--- src/rtl/sigmoid_pipe.sv ---
// sigmoid_pipe: three-stage PLAN piecewise-linear sigmoid with valid/ready flow control.
// Define SIGMOID_TANH_EN to add the per-sample in_tanh select (tanh(x) = 2*sigmoid(2x) - 1).
module sigmoid_pipe #(
  parameter int INT_W  = 6,
  parameter int FRAC_W = 10,
  parameter int DATA_W = INT_W + FRAC_W
) (
  input  logic              clk,
  input  logic              rst_n,
  input  logic              in_valid,
  output logic              in_ready,
  input  logic [DATA_W-1:0] in_x,
`ifdef SIGMOID_TANH_EN
  input  logic              in_tanh,
`endif
  output logic              out_valid,
  input  logic              out_ready,
  output logic [DATA_W-1:0] out_y,
  output logic              out_sat
);
  localparam logic [DATA_W-1:0] MAXP  = {1'b0, {(DATA_W-1){1'b1}}};
  localparam logic [DATA_W-1:0] MINN  = {1'b1, {(DATA_W-1){1'b0}}};
  localparam logic [DATA_W-1:0] ONE   = DATA_W'(1 << FRAC_W);
  localparam logic [DATA_W-1:0] FIVE  = DATA_W'(5 << FRAC_W);
  localparam logic [DATA_W-1:0] T2375 = DATA_W'(19 << (FRAC_W-3));
  localparam logic [DATA_W-1:0] OFF2  = DATA_W'(27 << (FRAC_W-5));
  localparam logic [DATA_W-1:0] OFF1  = DATA_W'(5 << (FRAC_W-3));
  localparam logic [DATA_W-1:0] OFF0  = DATA_W'(1 << (FRAC_W-1));

  logic              v1_q, neg1_q, v2_q, neg2_q, sat2_q, v3_q, sat3_q;
  logic [DATA_W-1:0] a1_q, s2_q, y3_q;
  logic [1:0]        seg1_q;
  logic              ld1, ld2, ld3;
  logic [DATA_W-1:0] xs_d, a_d, s_d, sig_d, y_d;
  logic [1:0]        seg_d;
`ifdef SIGMOID_TANH_EN
  logic              mode1_q, mode2_q;
  logic [DATA_W-1:0] x2_d;
`endif

  always_comb begin
    ld3 = !v3_q || out_ready;
    ld2 = !v2_q || ld3;
    ld1 = !v1_q || ld2;
    in_ready = ld1;
`ifdef SIGMOID_TANH_EN
    x2_d = (in_x[DATA_W-1] ^ in_x[DATA_W-2]) ? (in_x[DATA_W-1] ? MINN : MAXP) : {in_x[DATA_W-2:0], 1'b0};
    xs_d = in_tanh ? x2_d : in_x;
`else
    xs_d = in_x;
`endif
    a_d = (xs_d == MINN) ? MAXP : xs_d[DATA_W-1] ? -xs_d : xs_d;
    seg_d = (a_d >= FIVE) ? 2'd3 : (a_d >= T2375) ? 2'd2 : (a_d >= ONE) ? 2'd1 : 2'd0;
    s_d = (seg1_q == 2'd3) ? ONE :
          (seg1_q == 2'd2) ? (a1_q >> 5) + OFF2 :
          (seg1_q == 2'd1) ? (a1_q >> 3) + OFF1 : (a1_q >> 2) + OFF0;
    sig_d = neg2_q ? ONE - s2_q : s2_q;
`ifdef SIGMOID_TANH_EN
    y_d = mode2_q ? {sig_d[DATA_W-2:0], 1'b0} - ONE : sig_d;
`else
    y_d = sig_d;
`endif
  end

  always_ff @(posedge clk or negedge rst_n) begin
    if (!rst_n) begin
      v1_q   <= 1'b0;
      a1_q   <= '0;
      neg1_q <= 1'b0;
      seg1_q <= 2'd0;
      v2_q   <= 1'b0;
      s2_q   <= '0;
      neg2_q <= 1'b0;
      sat2_q <= 1'b0;
      v3_q   <= 1'b0;
      y3_q   <= '0;
      sat3_q <= 1'b0;
`ifdef SIGMOID_TANH_EN
      mode1_q <= 1'b0;
      mode2_q <= 1'b0;
`endif
    end else begin
      if (ld1) v1_q <= in_valid;
      if (ld1 && in_valid) begin
        a1_q   <= a_d;
        neg1_q <= xs_d[DATA_W-1];
        seg1_q <= seg_d;
`ifdef SIGMOID_TANH_EN
        mode1_q <= in_tanh;
`endif
      end
      if (ld2) v2_q <= v1_q;
      if (ld2 && v1_q) begin
        s2_q   <= s_d;
        neg2_q <= neg1_q;
        sat2_q <= &seg1_q;
`ifdef SIGMOID_TANH_EN
        mode2_q <= mode1_q;
`endif
      end
      if (ld3) v3_q <= v2_q;
      if (ld3 && v2_q) begin
        y3_q   <= y_d;
        sat3_q <= sat2_q;
      end
    end
  end

  assign out_valid = v3_q;
  assign out_y     = y3_q;
  assign out_sat   = sat3_q;
endmodule

--- config.mk ---
export PLATFORM = sky130hd
export DESIGN_NAME = sigmoid_pipe
export DESIGN_NICKNAME = d
export VERILOG_FILES = /design/src/rtl/sigmoid_pipe.sv
export SDC_FILE = /design/constraint.sdc
export NUM_CORES = 1
export LEC_CHECK = 0
export ABC_CLOCK_PERIOD_IN_PS = 5700
export BUFFER_PORTS_ARGS = -buffer_cell sky130_fd_sc_hd__buf_2
export CORE_MARGIN = 5
export CORE_UTILIZATION = 25
export CTS_CLUSTER_DIAMETER = 150
export DETAILED_ROUTE_END_ITERATION = 16
export SLEW_MARGIN = 30
export SYNTH_ARGS = -nofsm -noshare
export SYNTH_HDL_FRONTEND = slang
export SYNTH_SLANG_ARGS = --single-unit
--- constraint.sdc ---
create_clock -name clk -period 5.7 [get_ports clk]
set_input_delay 1.14 -clock clk [delete_from_list [all_inputs] [get_ports clk]]
set_output_delay 1.14 -clock clk [all_outputs]
set_load 0.02 [all_outputs]
**Word level (Yosys, flattened, before mapping)**

Index checks and enable logic that the tools add are counted.

- $add $sub $neg: 5
- Magnitude comparators: 3
- Equal/unequal tests: 4
- Mux-type cells: 9
- Reductions and logical operators: 10

Operators with widths:

| kind | number |
|---|---|
| two-way mux 16 bit | 3 |
| two-way mux 15 bit | 3 |
| == test 16 bit (second input constant) | 1 |
| >= comparator 16 x 11 -> 1 bit (second input constant) | 1 |
| >= comparator 16 x 12 -> 1 bit (second input constant) | 1 |
| >= comparator 16 x 13 -> 1 bit (second input constant) | 1 |
| negation 16 bit | 1 |
| subtractor 11 x 16 -> 16 bit (first input constant) | 1 |
| adder 14 x 10 -> 15 bit (second input constant) | 1 |
| adder 13 x 10 -> 14 bit (second input constant) | 1 |
| adder 11 x 10 -> 12 bit (second input constant) | 1 |
| == test 2 bit (second input constant) | 2 |
| two-way mux 2 bit | 2 |
| logical AND 1 bit | 3 |
| logical NOT 1 bit | 3 |
| logical OR 1 bit | 3 |
| == test 2 x 1 -> 1 bit (second input constant) | 1 |
| AND reduction 2 bit | 1 |
| two-way mux 1 bit | 1 |

- Register bits: 57

**Longest topological paths before layout**

Gate-level depths: netlist of the first run.

- Depth after elaboration: 7
- Depth in mapped cells: 8

**Least setup slack after synthesis of the first run**

OpenSTA, ideal clock, no wires.

- Kind: input to register
- Start: input port in_x[5]
- End: register seg1_q[1]
- Setup time: 0.139 ns
- Data arrival time: 2.711 ns
- Slack: 2.851 ns
- Stages: 7
- Buffers on the path: 1
- Cell sequence: or4_1 > buf_2 > o41ai_4 > xor2_1 > a41o_1 > and4_2 > a21oi_1

- Longest elaborated chain between the ends: 6
- Elaborated cells between the ends (all ways): 8

RTL lines:

| item | RTL line | text |
|---|---|---|
| start, declared | 12 | `input logic [DATA_W-1:0] in_x,` |
| negation 16 bit | 52 | `a_d = (xs_d == MINN) ? MAXP : xs_d[DATA_W-1] ? -xs_d : xs_d;` |
| two-way mux 16 bit | 52 |  |
| two-way mux 16 bit * | 52 |  |
| >= comparator 16 x 12 -> 1 bit | 53 | `seg_d = (a_d >= FIVE) ? 2'd3 : (a_d >= T2375) ? 2'd2 : (a_d >= ONE) ? 2'd1 : 2'd0;` |
| two-way mux 2 bit | 53 |  |
| two-way mux 2 bit * | 53 |  |
| end signal, assigned | 87 | `seg1_q <= seg_d;` |
| end, declared | 32 | `logic [1:0] seg1_q;` |

Every way passes the cells marked *; elsewhere a longest branch is shown, timed or not.
A chain may end at the register's enable or synchronous reset.

**Worst setup path after layout of the first run**

- Start: input port out_ready
- End: output port in_ready

- Longest elaborated chain between the ends: 3

RTL lines:

| item | RTL line | text |
|---|---|---|
| start, declared | 17 | `input logic out_ready,` |
| logical OR 1 bit | 42 | `ld3 = !v3_q \|\| out_ready;` |
| logical OR 1 bit | 43 | `ld2 = !v2_q \|\| ld3;` |
| logical OR 1 bit | 44 | `ld1 = !v1_q \|\| ld2;` |
| end, declared | 11 | `output logic in_ready,` |

Every way passes these cells.

==> results of run 1 <==
## worst min-delay path, cell delays in order, from the launching register on
cell	delay [ns]
dfrtp_1	0.34
nand2_1	0.05
o21ai_0	0.06
## per-stage QoR
| step | total power, uW | util (%) | area [sq um] | worst slack (ns) |
|---|---|---|---|---|
| 3_5_place_dp | 969.7 | 27.63 | 3630 | 2.525 |
| 5_1_grt | 1388 | 28.87 | 3792 | 2.629 |
| 4_1_cts | 1314 | 28.87 | 3792 | 2.821 |
| 2_1_floorplan | 844.4 | - | 3314 | 2.851 |
| 3_3_place_gp | 957.2 | 27.63 | 3630 | 2.609 |
| 6_report | 1296 | 28.87 | 3792 | 2.830 |
## registers in the layout, indices dropped and copies added, names as in the netlist
signal,count
out_valid,1
sat2_q,1
v2_q,1
neg1_q,1
a1_q,14
neg2_q,1
out_y,16
out_sat,1
v1_q,1
seg1_q,2
s2_q,15
## final cells by class
class	count	area, sq um	area share [%]
Clock buffer	7	132.6	3.497
Clock inverter	1	30.03	0.7918
Inverter	14	52.55	1.386
Multi-Input combinational cell	294	1808	47.67
Sequential cell	54	1351	35.63
Tap cell	176	220.2	5.807
Timing Repair Buffer	39	197.7	5.213
## worst min-delay path by stage
stage / from / end / slack (ns) / depth (start not counted)
6_report: out_y[10] / out_y[10] / 0.48 / 2
5_1_grt: out_y[10] / out_y[10] / 0.50 / 2
4_1_cts: out_y[10] / out_y[10] / 0.48 / 2
3_5_place_dp: out_y[10] / out_y[10] / 0.47 / 2
3_3_place_gp: out_y[3] / out_y[3] / 0.46 / 2
2_1_floorplan: neg1_q / neg1_q / 0.45 / 2
## synthesized netlist by cell type, types with 2 or more instances
cell	number
nand2_1	52
nand2b_1	10
nor2b_1	11
ha_1	7
dfrtp_1	54
nor4_1	4
a21oi_1	27
a31oi_1	11
o31ai_1	11
o22ai_1	2
buf_1	4
nor3_1	5
nand3_1	4
xnor2_1	10
nor2_1	29
mux2_2	2
or3_1	4
o21ai_0	44
clkbuf_1	20
nand4b_1	2
o41ai_1	4
or4_4	2
o21a_1	2
a2bb2oi_1	2
a22oi_1	3
mux2i_1	3
xor2_1	20
inv_1	14
a41o_1	2
a41oi_1	2
## power groups by stage
stage / combinational [uW] / sequential (uW) / clock [uW]
6_report: 410 / 545 / 341
3_5_place_dp: 415 / 554 / 0
3_3_place_gp: 408 / 549 / 0
4_1_cts: 417 / 547 / 351
2_1_floorplan: 262 / 583 / 0
5_1_grt: 464 / 561 / 362
## logic make-up (layout without fill, tap and decap cells)
kind of cell	count (synthesis)	count (layout)
AO/OA/AOI/OAI	120	120
XOR/XNOR	30	30
adder cells (fa/ha/maj)	7	7
buffers and inverters	40	61
flip-flops	54	54
multiplexers	5	5
AND/OR/NAND/NOR	132	132
## per-layer routing
layer	vias to the layer above	global-route usage [%]	wire [um]
met2	61	15.22	3186
met4	0	2.296	59
li1	1410	-	-
met1	1252	12.77	3612
met3	6	2.431	381
met5	-	0	0
==> impl_metrics.toml, run 1 <==
[drt]
vias = 2729
drc = 0
drtPass1Iterations = 4
wire_per_inst_um = 12.37
drt-initial-drc-count = 181
via_per_inst = 4.665
ant_nets = 0
routed_wl_mm = 7.239

[timing]
setup_viol = 0
finalSetupTns_ns = 0
max_freq_mhz = 348.5
fin_crit_ns = 2.870
relSlewSlack_pct = 40.86
holdWs_ns = 0.4752
worstMarginPinSlew_ns = 0.8850
fin_skew_ns = 0.004546
slew_viol_final = 0
rsz0062_at_grt = "false"
finalHoldViolations = 0
period_share_pct = 50.35

[power]
power.density_mw_per_mm2 = 341.7
irDropWorstVdd_v = 0.0001184
leakage_uw = 0.001594
p_sw_uw = 455.3
pwr-share-clk_pct = 26.3
pwr-share-comb_pct = 31.6
intPower_uw = 840.4
p_seq_share_pct = 42.1
switching_share_pct = 35.14

[worst_hold_path]
hold_class = "reg -> reg"

[floorplan]
io-pin-count = 39
start_util_pct = 25.23
rows = 42
fp.dieW_um = 125.1
core_sq_mm = 0.01314
fp.dieArea_sq_mm = 0.01566
die_y_um = 125.1

[logic_synthesis]
ys_seq_area_share_pct = 40.77
synth_compound_area_share_pct = 22.73
synthXorXnorAreaFrac_pct = 7.928
syn_nets = 415
syn_avg_cell_area_sq_um = 8.542
yosys_warnings = 0
async_flop_share_pct = 100.0
synth_top_area_share_pct = 40.77
ys_ff_latch = 54
synth.mux.area_fraction_pct = 1.586
synth-edff-count = 0
netlist_area_sq_mm = 0.003314
synthesis.instances = 388
synthSimpleGateAreaFrac_pct = 19.67
synthFlopType = "dfrtp_1"
yosysTopAreaCell = "dfrtp_1"
synthTopCellsByArea = "dfrtp_1 (41%), o21ai_0 (6.6%), nand2_1 (5.9%)"
ys_types = 51
synthAdderAreaFrac_pct = 2.643
synth_top_family_by_area = "compound AO/OA/AOI/OAI gates"

[grt]
grt_antenna_before_repair = 0
track_usage_pct = 9.449
grt_max_degree = 55
grt_pass1_wl_mm = 12.68
grt-ovfl-total = 0
grt_pass1_vias = 2667

[cts]
postCtsSetupRepairBufs = 0
clk-insertion-delay-late_ns = 0.29
cts.path.max_buffers = 2
cts_tree = "yes"
cts-resized-gates = 0
ctsHtreeMaxLevel = 2
cts.clk_slew.worst_paths_ns = 0.07
ctsHoldBuffers = 0
cts_inserted_buffers = 5
root_buffer = "clkbuf_16"
clock_sink_count = 54

[cells_and_area]
antenna_cells = 0
layout_commonest_cell = "dfrtp_1"
fin_cells = 585
final_cell_mix = "dfrtp_1 (54), nand2_1 (52), o21ai_0 (44)"
area_growth_pct = 14.42
final_nets = 435
nFillCells = 1419
layout-drive-gt1-share_pct = 12.96

[place]
portBuffers = 38
dp_cells = 577
finalWeightedCongestion = 0.8045
dp_hpwl_mm = 5.442

[critical_path]
setup.worst_path.start_class = "primary input"
timing.rr.start = "s2_q[6]"
cp.required_ns = 4.56
ff2ff_path_depth = 6
crit_arrival_ns = 1.73
critPathTopFamily = "buffers and inverters"
worstSetupPathType = "in -> out"
slowest_stage = "buf_2"
cp-end-kind = "output pin"
crit_buf_inv = 2
crit_fanout = 4
regToRegSetupSlack_ns = 3.43
path_cells = "buf_2 -> nor2b_1 -> nand3_1 -> buf_2"
cp_slowest_stage_delay_ns = 0.19
cp.depth = 4
crit_path_frequent_cell = "buf_2"
crit_path_end = "in_ready"
rr_endpoint = "out_y[14]"
crit_start = "out_ready"

[run]
max_cap_violations = 0

[status]
status = "finished clean"
(Power assumes the default switching activity.)
==> inputs of run 2 (changes only) <==
--- a/config.mk
+++ b/config.mk
@@ -5,7 +5,7 @@
 export SDC_FILE = /design/constraint.sdc
 export NUM_CORES = 1
 export LEC_CHECK = 0
-export ABC_CLOCK_PERIOD_IN_PS = 5700
+export ABC_CLOCK_PERIOD_IN_PS = 2900
 export BUFFER_PORTS_ARGS = -buffer_cell sky130_fd_sc_hd__buf_2
 export CORE_MARGIN = 5
 export CORE_UTILIZATION = 25
==> constraint.sdc (replaced) <==
create_clock -name clk -period 2.9 [get_ports clk]
set_input_delay 0.58 -clock clk [delete_from_list [all_inputs] [get_ports clk]]
set_output_delay 0.58 -clock clk [all_outputs]
set_load 0.02 [all_outputs]
==> run 2 against run 1 <==
Register-to-register slack got worse by 2.8 ns. Clock power rose by 67%. Flip-flop and latch count unchanged. Cell area increased by 0.30%. Wire length is 0.75% lower. Critical endpoint is now seg1_q[1]. Cell count increased by 0.68%. Worst setup slack worse by 2.2 ns. Total power grew 89%. Global-route usage increased by 0.056 points. First-iteration DRC count shrank 29%. Clock skew up 0.0027 ns.
==> impl_metrics.toml, run 2 (same netlist as run 1, synthesis figures left out) <==
[drt]
routed_wl_mm = 7.185
vias = 2719
wire_per_inst_um = 12.20
drt-initial-drc-count = 129
drtPass1Iterations = 4
drc = 0
ant_nets = 0
via_per_inst = 4.616

[grt]
grt_max_degree = 34
busiest_layer = "met2"
track_usage_pct = 9.505
met2_usage_pct = 14.71
met1_usage_pct = 13.49
grt_antenna_before_repair = 0
grt-ovfl-total = 0
use_met3_pct = 2.303
grt_pass1_wl_mm = 12.96
grt_pass1_vias = 2716

[place]
portBuffers = 38
dp_slack_ns = 0.3122
dp_hpwl_mm = 5.625
place_area_sq_mm = 0.003667
dp_cells = 582
finalWeightedCongestion = 0.8183

[timing]
fin_skew_ns = 0.007232
setup_viol = 0
worstMarginPinSlew_ns = 0.7006
max_freq_mhz = 437.7
finalSetupTns_ns = 0
fin_crit_ns = 2.284
rsz0062_at_grt = "false"
period_share_pct = 78.77
finalHoldViolations = 0
slew_viol_final = 0
setup_ws_ns = 0.6155
holdWs_ns = 0.2373
relSlewSlack_pct = 53.18

[cts]
root_buffer = "clkbuf_16"
ctsHoldBuffers = 0
cts_inserted_buffers = 5
cts.clk_slew.worst_paths_ns = 0.07
clock_sink_count = 54
postCtsSetupRepairBufs = 0
cts_tree = "yes"
clk-insertion-delay-late_ns = 0.29
ctsHtreeMaxLevel = 2
cts-resized-gates = 0
cts.path.max_buffers = 2

[critical_path]
ff2ff_path_depth = 6
crit_fanout = 8
cp-end-kind = "flop"
crit_arrival_ns = 2.44
setup.worst_path.start_class = "primary input"
slowest_stage = "or4_1"
cp.required_ns = 3.05
worstSetupPathType = "in -> reg"
path_cells = "buf_2 -> or4_1 -> o41ai_4 -> xor2_1 -> a41o_1 -> and4_2 -> a21oi_1"
cp_slowest_stage_delay_ns = 0.68

[floorplan]
start_util_pct = 25.23
fp.dieArea_sq_mm = 0.01566
io-pin-count = 39
fp.dieW_um = 125.1
core_sq_mm = 0.01314
die_y_um = 125.1
rows = 42

[worst_hold_path]
hold_class = "in -> async"

[status]
status = "finished clean"

[cells_and_area]
fin_cells = 589
largest_reg_flops = 16
final_cell_mix = "dfrtp_1 (54), nand2_1 (52), o21ai_0 (44)"
layout-drive-gt1-share_pct = 14.04
layout_commonest_cell = "dfrtp_1"
final_cell_area_sq_mm = 0.003804
final_nets = 440
antenna_cells = 0
area_growth_pct = 14.76

[power]
irDropWorstVdd_v = 0.0002681
power.density_mw_per_mm2 = 645.4
leakage_uw = 0.001603

[run]
max_cap_violations = 0
[run 2: changes by cell type in the layout (fill, tap and decap cells not counted), sizes merged]
| cell | previous run | this run |
|---|---|---|
| buf | 39 | 44 |
| bufinv | 1 | 0 |
| clkbuf | 7 | 6 |
| clkinvlp | 0 | 1 |
[run 2: critical path, delay by kind of cell]
kind            cells  cell delay, ns
compound gates      3            0.60
xor+xnor            1            0.24
simple gates        2            0.89
buf+inv             1            0.12
[run 2: per-stage QoR]
stage / power [uW] / utilization [%]
after floorplan: 1660 / -
after global placement: 1890 / 27.91
final: 2455 / 28.95
after detailed placement: 1919 / 27.91
after global routing: 2655 / 28.95
after CTS: 2492 / 28.95
[run 2: worst paths after layout]
check                       endpoint  slack, ns  startpoint
hold / removal               out_sat       0.24       rst_n
setup reg to reg           out_y[14]       0.64     s2_q[6]
setup / recovery           seg1_q[1]       0.62     in_x[5]
max in group asynchronous   a1_q[13]       2.04       rst_n
hold reg to reg            out_y[10]       0.48   out_y[10]
min in group clk           out_y[10]       0.48   out_y[10]
[run 2: layer usage]
metal  share of wire [%]  vias up
met5                   0        -
met4                 1.2        0
met3                 5.1       10
met2                  43       63
met1                  51     1225
li1                    -     1421
[run 2: cell type report]
type | instances | area (sq um)
inverters | 14 | 52.55
fillers | 1440 | 9334
well taps | 176 | 220.2
flip-flops and latches | 54 | 1351
clock buffers | 6 | 128.9
repair buffers | 44 | 235.2
multi-input cells | 294 | 1808
clock inverters | 1 | 7.507
[run 2: report_power, final]
| part | switching (uW) | total [uW] | internal (uW) |
|---|---|---|---|
| combinational | 492 | 826 | 334 |
| clock | 253 | 569 | 316 |
| sequential | 144 | 1060 | 916 |
